File: config.mk
export PLATFORM = sky130hd
export DESIGN_NAME = shift_tx_ctrl_flat
export DESIGN_NICKNAME = d
export VERILOG_FILES = /design/src/rtl/shift_tx_pkg.sv /design/src/rtl/shift_tx_if.sv /design/src/rtl/shift_tx_ctrl_bit_down_counter.sv /design/src/rtl/shift_tx_ctrl.sv /design/src/flat_wrapper.sv
export SDC_FILE = /design/constraint.sdc
export NUM_CORES = 1
export LEC_CHECK = 0
export ABC_AREA = 1
export ABC_CLOCK_PERIOD_IN_PS = 1700
export CAP_MARGIN = 10
export CORE_MARGIN = 4
export CORE_UTILIZATION = 35
export DETAILED_ROUTE_END_ITERATION = 8
export RECOVER_POWER = 25
export SLEW_MARGIN = 20
export SYNTH_ARGS = -nofsm -noshare
export SYNTH_HDL_FRONTEND = slang
export SYNTH_HIERARCHICAL = 1
export SYNTH_SLANG_ARGS = --single-unit
File: constraint.sdc
create_clock -name clk_i -period 1.7 [get_ports clk_i]
set_input_delay 0.425 -clock clk_i [delete_from_list [all_inputs] [get_ports clk_i]]
set_output_delay 0.425 -clock clk_i [all_outputs]
set_load 0.01 [all_outputs]
File: src/rtl/shift_tx_pkg.sv
// Shared types and sizing helpers for the shift_tx_ctrl serial transmitter.
package shift_tx_pkg;

  typedef enum logic [1:0] {
    IDLE   = 2'd0,
    SHIFT  = 2'd1,
    PARITY = 2'd2
  } state_e;

  function automatic int cnt_width(input int width_p);
    return $clog2(width_p);
  endfunction

endpackage

File: src/rtl/shift_tx_if.sv
// Word-in / bit-out handshake bundle; slave is the transmitter's view, master the environment's.
interface shift_tx_if #(
  parameter int width_p = 8
);
  logic               valid_i;
  logic               ready_o;
  logic [width_p-1:0] data_i;
  logic               valid_o;
  logic               ready_i;
  logic               data_o;
  logic               last_o;
  logic               busy_o;

  modport slave (
    input  valid_i, data_i, ready_i,
    output ready_o, valid_o, data_o, last_o, busy_o
  );

  modport master (
    output valid_i, data_i, ready_i,
    input  ready_o, valid_o, data_o, last_o, busy_o
  );
endinterface

File: src/rtl/shift_tx_ctrl_bit_down_counter.sv
// Loadable down-counter that saturates at zero; flags zero and one for terminal-beat detection.
module bit_down_counter #(
  parameter int width_p = 3
) (
  input  logic               clk_i,
  input  logic               reset_i,
  input  logic               load,
  input  logic               en,
  input  logic [width_p-1:0] load_val,
  output logic               zero_o,
  output logic               one_o
);

  logic [width_p-1:0] cnt_r;

  // Count register: load wins, decrement only while nonzero so it never wraps.
  always_ff @(posedge clk_i or posedge reset_i) begin
    if (reset_i) begin
      cnt_r <= '0;
    end else if (load) begin
      cnt_r <= load_val;
    end else if (en && (cnt_r != '0)) begin
      cnt_r <= cnt_r - width_p'(1);
    end else begin
      cnt_r <= cnt_r;
    end
  end

  assign zero_o = (cnt_r == '0);
  assign one_o  = (cnt_r == width_p'(1));

endmodule

File: src/rtl/shift_tx_ctrl.sv
// MSB-first parallel-to-serial transmitter with per-bit backpressure.
// Define SHIFT_TX_PARITY_EN to append an even-parity beat after the data bits.
module shift_tx_ctrl
  import shift_tx_pkg::*;
#(
  parameter int width_p = 8
) (
  input  logic      clk_i,
  input  logic      reset_i,
  shift_tx_if.slave bus
);

  localparam int                  cnt_w_lp    = cnt_width(width_p);
  localparam logic [cnt_w_lp-1:0] cnt_load_lp = cnt_w_lp'(width_p - 1);

  state_e             state_r;
  logic [width_p-1:0] shreg_r;
  logic               ready_r;
  logic               valid_r;
  logic               last_r;
  logic               load_s;
  logic               beat_s;
  logic               cnt_en_s;
  logic               zero_s;
  logic               one_s;

`ifdef SHIFT_TX_PARITY_EN
  logic               par_r;

  function automatic logic even_parity(input logic [width_p-1:0] word);
    return ^word;
  endfunction
`endif

  // ready_r is high only in IDLE, so it doubles as the state qualifier for a load.
  assign load_s   = bus.valid_i & ready_r;
  assign beat_s   = valid_r & bus.ready_i;
  assign cnt_en_s = beat_s & (state_r == SHIFT);

  bit_down_counter #(
    .width_p (cnt_w_lp)
  ) u_bit_cnt (
    .clk_i    (clk_i),
    .reset_i  (reset_i),
    .load     (load_s),
    .en       (cnt_en_s),
    .load_val (cnt_load_lp),
    .zero_o   (zero_s),
    .one_o    (one_s)
  );

  // Sequencer: the outgoing bit is always shreg_r MSB, so the parity bit is parked there too.
  always_ff @(posedge clk_i or posedge reset_i) begin
    if (reset_i) begin
      state_r <= IDLE;
      shreg_r <= '0;
      ready_r <= 1'b0;
      valid_r <= 1'b0;
      last_r  <= 1'b0;
`ifdef SHIFT_TX_PARITY_EN
      par_r   <= 1'b0;
`endif
    end else begin
      case (state_r)
        IDLE: begin
          if (load_s) begin
            state_r <= SHIFT;
            shreg_r <= bus.data_i;
            ready_r <= 1'b0;
            valid_r <= 1'b1;
            last_r  <= 1'b0;
`ifdef SHIFT_TX_PARITY_EN
            par_r   <= even_parity(bus.data_i);
`endif
          end else begin
            ready_r <= 1'b1;
            valid_r <= 1'b0;
            last_r  <= 1'b0;
          end
        end
        SHIFT: begin
          if (beat_s && zero_s) begin
`ifdef SHIFT_TX_PARITY_EN
            state_r <= PARITY;
            shreg_r <= {par_r, {(width_p-1){1'b0}}};
            last_r  <= 1'b1;
`else
            state_r <= IDLE;
            shreg_r <= '0;
            ready_r <= 1'b1;
            valid_r <= 1'b0;
            last_r  <= 1'b0;
`endif
          end else if (beat_s) begin
            shreg_r <= {shreg_r[width_p-2:0], 1'b0};
`ifdef SHIFT_TX_PARITY_EN
            last_r  <= 1'b0;
`else
            last_r  <= one_s;
`endif
          end else begin
            shreg_r <= shreg_r;
          end
        end
`ifdef SHIFT_TX_PARITY_EN
        PARITY: begin
          if (beat_s) begin
            state_r <= IDLE;
            shreg_r <= '0;
            ready_r <= 1'b1;
            valid_r <= 1'b0;
            last_r  <= 1'b0;
          end else begin
            shreg_r <= shreg_r;
          end
        end
`endif
        default: begin
          state_r <= IDLE;
          shreg_r <= '0;
          ready_r <= 1'b0;
          valid_r <= 1'b0;
          last_r  <= 1'b0;
        end
      endcase
    end
  end

  assign bus.ready_o = ready_r;
  assign bus.valid_o = valid_r;
  assign bus.data_o  = shreg_r[width_p-1];
  assign bus.last_o  = last_r;
  assign bus.busy_o  = valid_r;

endmodule

File: src/flat_wrapper.sv
// flat-port wrapper written by rule: the top's interface ports become plain ports
module shift_tx_ctrl_flat import shift_tx_pkg::*;
#(
  parameter int width_p = 8
)
  (clk_i, reset_i, bus_valid_i, bus_data_i, bus_ready_i, bus_ready_o, bus_valid_o, bus_data_o, bus_last_o, bus_busy_o);
  shift_tx_if #(.width_p(width_p)) bus_i ();
  input  logic clk_i;
  input  logic reset_i;
  input wire logic [$bits(bus_i.valid_i)-1:0] bus_valid_i;
  input wire logic [$bits(bus_i.data_i)-1:0] bus_data_i;
  input wire logic [$bits(bus_i.ready_i)-1:0] bus_ready_i;
  output wire logic [$bits(bus_i.ready_o)-1:0] bus_ready_o;
  output wire logic [$bits(bus_i.valid_o)-1:0] bus_valid_o;
  output wire logic [$bits(bus_i.data_o)-1:0] bus_data_o;
  output wire logic [$bits(bus_i.last_o)-1:0] bus_last_o;
  output wire logic [$bits(bus_i.busy_o)-1:0] bus_busy_o;
  assign bus_i.valid_i = bus_valid_i;
  assign bus_i.data_i = bus_data_i;
  assign bus_i.ready_i = bus_ready_i;
  assign bus_ready_o = bus_i.ready_o;
  assign bus_valid_o = bus_i.valid_o;
  assign bus_data_o = bus_i.data_o;
  assign bus_last_o = bus_i.last_o;
  assign bus_busy_o = bus_i.busy_o;
  shift_tx_ctrl #(.width_p(width_p)) u_core (.clk_i(clk_i), .reset_i(reset_i), .bus(bus_i));
endmodule
Word level (Yosys, flattened, before mapping):

Cells that the tools add are included.

* mux-type cells: 18
* equality and inequality tests: 5
* bitwise gates (word level): 3
* reductions and logical operators: 8
* add/subtract/negate cells: 1

Operators with widths (count)
* 2-to-1 mux 8 bit: 3
* case mux 8 bit (2 select lines): 1
* 2-to-1 mux 1 bit: 7
* 2-to-1 mux 3 bit: 2
* 2-to-1 mux 2 bit: 2
* case mux 1 bit (2 select lines): 2
* case mux 2 bit (2 select lines): 1
* AND reduction 2 bit: 2
* AND 1 bit: 3
* == test 3 x 1 -> 1 bit (second input constant): 1
* zero test 3 bit: 1
* != test 3 x 2 -> 1 bit (second input constant): 1
* nonzero test 3 bit: 1
* subtractor 3 x 1 -> 3 bit (second input constant): 1
* == test 2 x 1 -> 1 bit (second input constant): 1
* logical AND 1 bit: 2
* zero test 2 bit: 1
* != test 2 x 1 -> 1 bit (second input constant): 1
* != test 2 bit (second input constant): 1
* nonzero test 2 bit: 1

* logic and storage cells: 41
* output and inout port bits: 5
* register bits after elaboration: 16

Depth between registers and ports, before layout:

* word-level depth: 5
* depth in mapped cells: 9

Hierarchy:

The synthesis kept the hierarchy.

By module, submodules not included
* shift_tx_ctrl: instances 1, area an instance 620.6 um^2, sequential area each 300.3 um^2, cells an instance 83
* bit_down_counter: instances 1, area an instance 240.2 um^2, sequential area each 75.1 um^2, cells an instance 36

Worst setup path before layout:

OpenSTA, ideal clock, no wires.

* path type: reg2reg
* start: reg u_core.u_bit_cnt.cnt_r[0]
* end: reg u_core.shreg_r[1]
* arrival time: 1.158 ns
* library setup time: 0.117 ns
* period minus slack after synthesis: 1.275 ns
* path buffers: 0
* setup slack: 0.425 ns
* data required time: 1.583 ns
* stages on the path, launching flop included: 10
* path through: dfrtp_1 > inv_1 > ha_1 > inv_1 > nor2_1 > nand3_2 > nand3_1 > nand2_1 > nand2_1 > nand2_1

* word-level cells in the longest chain between the ends: 4

RTL lines
* start: declaration: RTL line shift_tx_ctrl_bit_down_counter.sv:14 `logic [width_p-1:0] cnt_r;`
* start signal: assignment: RTL line shift_tx_ctrl_bit_down_counter.sv:21 `cnt_r <= load_val;`
* start signal: assignment: RTL line shift_tx_ctrl_bit_down_counter.sv:23 `cnt_r <= cnt_r - width_p'(1);`
* start signal: assignment: RTL line shift_tx_ctrl_bit_down_counter.sv:25 `cnt_r <= cnt_r;`
* zero test 3 bit *: RTL line shift_tx_ctrl_bit_down_counter.sv:29 `assign zero_o = (cnt_r == '0);`
* via u_core.zero_s: RTL line shift_tx_ctrl.sv:24 `logic zero_s;`
* logical AND 1 bit *: RTL line shift_tx_ctrl.sv:82 `if (beat_s && zero_s) begin`
* 2-to-1 mux 8 bit / != test 3 x 2 -> 1 bit (equally long branches)
* case mux 8 bit (2 select lines) / AND reduction 2 bit (equally long branches)
* end signal: assignment: RTL line shift_tx_ctrl.sv:68 `shreg_r <= bus.data_i;`
* end signal: assignment: RTL line shift_tx_ctrl.sv:95 `shreg_r <= {shreg_r[width_p-2:0], 1'b0};`
* end signal: assignment: RTL line shift_tx_ctrl.sv:102 `shreg_r <= shreg_r;`
* end: declaration: RTL line shift_tx_ctrl.sv:17 `logic [width_p-1:0] shreg_r;`

The timed path passes the listed nets; every way through them passes the cells marked *.
A chain may end at the register's enable or synchronous reset.

Worst setup path in the final report:

* start: reg u_core.ready_r (netlist: u_core/bus.ready_o)
* end: out bus_ready_o

RTL lines
* start: declaration: RTL line shift_tx_ctrl.sv:18 `logic ready_r;`
* start signal: assignment: RTL line shift_tx_ctrl.sv:57 `ready_r <= 1'b0;`
* start signal: assignment: RTL line shift_tx_ctrl.sv:69 `ready_r <= 1'b0;`
* start signal: assignment: RTL line shift_tx_ctrl.sv:76 `ready_r <= 1'b1;`
* end: declaration: RTL line flat_wrapper.sv:13 `output wire logic [$bits(bus_i.ready_o)-1:0] bus_ready_o;`

No word-level cell between the ends.

==> impl_metrics.json <==
{
  "place_inst": 165,
  "timing.fmax_mhz": 611,
  "wl_per_cell_um": 11.1,
  "ys_types": 15,
  "hold_slack_ns": 0.455,
  "drv_cap": 0,
  "fillers": 243,
  "fin_nets": 159,
  "worstSetupPathType": "reg -> out",
  "grt.total_usage_pct": 12.9,
  "postSynthAreaPerCell_um2": 7.23,
  "met2_length_um": 935,
  "fp.dieW_um": 57.6,
  "cts.clk_slew.worst_paths_ns": 0.10,
  "area_delta_synth_final_pct": 29.9,
  "port_buffers": 16,
  "layout-drive-gt1-share_pct": 12.6,
  "grt_antenna_before_repair": 0,
  "ys_top_cells_by_area": "dfrtp_1 44%, nand2_1 22%, nand3_1 13%, inv_1 5.2%, ha_1 4.4%",
  "powerDensity_nw_per_um2": 1520,
  "yosysTopAreaCellShare_pct": 43.6,
  "grt_pass1_wl_um": 3280,
  "dp_hpwl_um": 1360,
  "fin_cells": 171,
  "outcome": "completed",
  "holdBufCountCts": 0,
  "cts_tree": "done",
  "fin_util_pct": 49.1,
  "netlist_area_um2": 861,
  "critPathMaxFanout": 3,
  "routed_wl_um": 1900,
  "ant_nets": 0,
  "clock-sinks": 15,
  "max-vdd-ir-drop_uv": 769,
  "num_antenna_cells": 0,
  "io_pins": 17,
  "post_dp_cell_area_um2": 1060,
  "critPathArrivalTime_ns": 1.21,
  "cts_root_buffer": "clkbuf_4",
  "ys_seq_area_share_pct": 43.6,
  "synth-seq-cells": 15,
  "synthCells": 119,
  "drcViolationCount": 0,
  "wl_met1_um": 848,
  "top_layer_used": "met4",
  "worstSetupStartpointType": "flop",
  "cts_max_path_buffers": 2,
  "p_leak_nw": 0.630,
  "tns_ns": 0,
  "num_vias": 797,
  "cp.buffers_inverters": 1,
  "fp-row-count": 17,
  "fin_area_um2": 1120,
  "grt_pass1_vias": 741,
  "cp_data_required_time_ns": 1.27,
  "clk_latency_ns": 0.29,
  "core_area_um2": 2280,
  "place.gp.congestion": 0.729,
  "fp.dieH_um": 57.6,
  "wl_met3_um": 107,
  "drt-initial-drc-count": 10,
  "synth.largest_area_cell": "dfrtp_1",
  "finalCritPeriodShare_pct": 96.3,
  "setup_viol": 0,
  "yosysWarningCount": 6,
  "skew_ns": 0.00815,
  "cts_buffers": 3,
  "hold_viol": 0,
  "end_kind": "primary output",
  "cp_cell_sequence": "clkdlybuf4s50_1",
  "viasPerCell": 4.66,
  "overflow": 0,
  "htreeDepth": 1,
  "grt_setup_unrepaired": "no",
  "cp_top_family": "buffers and inverters",
  "final_max_slew_viol_count": 0,
  "cp_slowest_cell": "clkdlybuf4s50_1",
  "grt_max_degree": 13,
  "hp-class": "in -> async",
  "start_util_pct": 37.8,
  "fp.dieArea_um2": 3320,
  "dr.pass1.iters": 4,
  "min_period_ns": 1.64,
  "critPathMaxStageDelay_ns": 0.55
}
placed cells by master (no fill, tap or decap), drive strengths merged:
master and instances:
dlymetal6s2s 1, nand3 24, inv 13, ha 3, nor2 3, dlygate4sd3 1
clkdlybuf4s50 14, nand2 53, clkbuf 3, conb 3, buf 5, clkinv 1
o21ai 4, dfrtp 15
through the flow:
step	power, mW	setup slack [ns]
5_1_grt	1.89	0.0244
6_report	1.70	0.0634
3_3_place_gp	1.45	0.0686
3_5_place_dp	1.46	0.0415
2_1_floorplan	1.18	0.425
4_1_cts	1.68	0.00477
sequential cells by signal, indices dropped and copies added (netlist names):
| signal | cells |
|---|---|
| u_core/state_r | 1 |
| u_core/bus.last_o | 1 |
| u_core/bus.ready_o | 1 |
| u_core/bus.busy_o | 1 |
| u_core/shreg_r | 8 |
| u_core/u_bit_cnt/cnt_r | 3 |
routing by layer:
metal  vias up  track usage [%]
li1        415                -
met1       365             16.5
met2        15             20.5
met3         2             4.98
met4         0             2.98
met5         -                0
layout make-up:
class	count	area, um2	area share [%]
sequential	15	377	33.7
tap	28	35.0	3.13
multi-input combinational	90	430	38.5
clock inverter	1	5.00	0.447
inverter	13	48.8	4.36
timing repair buffer	21	200	17.9
clock buffer	3	22.5	2.01
cell usage after synthesis:
cell type and n:
nand2_1 50, nand3_1 22, dfrtp_1 15, inv_1 12, ha_1 3, nand2_2 3, nor2_1 3, o21ai_0 3
nand3_2 2, buf_2 1, buf_4 1, buf_6 1, conb_1 1, inv_2 1, o21ai_2 1
power by group:
part / total [mW] / leakage [nW] / internal [mW] / switching (mW)
clock: 0.206 / 0.0177 / 0.0874 / 0.118
combinational: 0.861 / 0.426 / 0.384 / 0.478
sequential: 0.631 / 0.186 / 0.510 / 0.122
cell families (layout without fill, tap and decap cells):
| kind of cell | Yosys count | in the layout | synth area share [%] |
|---|---|---|---|
| and+or+nand+nor | 80 | 80 | 40.4 |
| buffers and inverters | 16 | 38 | 8.43 |
| DFF | 15 | 15 | 43.6 |
| AOI/OAI and AO/OA | 4 | 4 | 2.76 |
| adders and majority gates | 3 | 3 | 4.36 |
| other | 1 | 3 | 0.436 |
path summary, 6_finish.rpt:
kind	cells after the start	start	slack (ns)	to
worst max register to register	9	u_core/u_bit_cnt/cnt_r[0]$_DFFE_PP0P_	0.25	u_core/shreg_r[2]$_DFFE_PP0P_
worst min-delay path	2	reset_i	0.45	u_core/u_bit_cnt/cnt_r[1]$_DFFE_PP0P_
worst max-delay path	1	u_core/bus.ready_o$_DFFE_PP0P_	0.06	bus_ready_o
max in group asynchronous	2	reset_i	0.73	u_core/bus.busy_o$_DFFE_PP0P_
min in group clk_i	2	u_core/bus.last_o$_DFFE_PP0P_	0.51	u_core/bus.last_o$_DFFE_PP0P_
worst min register to register	2	u_core/bus.last_o$_DFFE_PP0P_	0.51	u_core/bus.last_o$_DFFE_PP0P_
what timing repair did:
item | CTS | global route
setup endpoints to repair | 2 | 9
endpoints found under the hold margin | 0 | 0
setup buffers | 0 | 2
gates resized for setup | 1 | 3
gates cloned | 0 | 0
No activity file was read; power rests on OpenSTA's default activity.
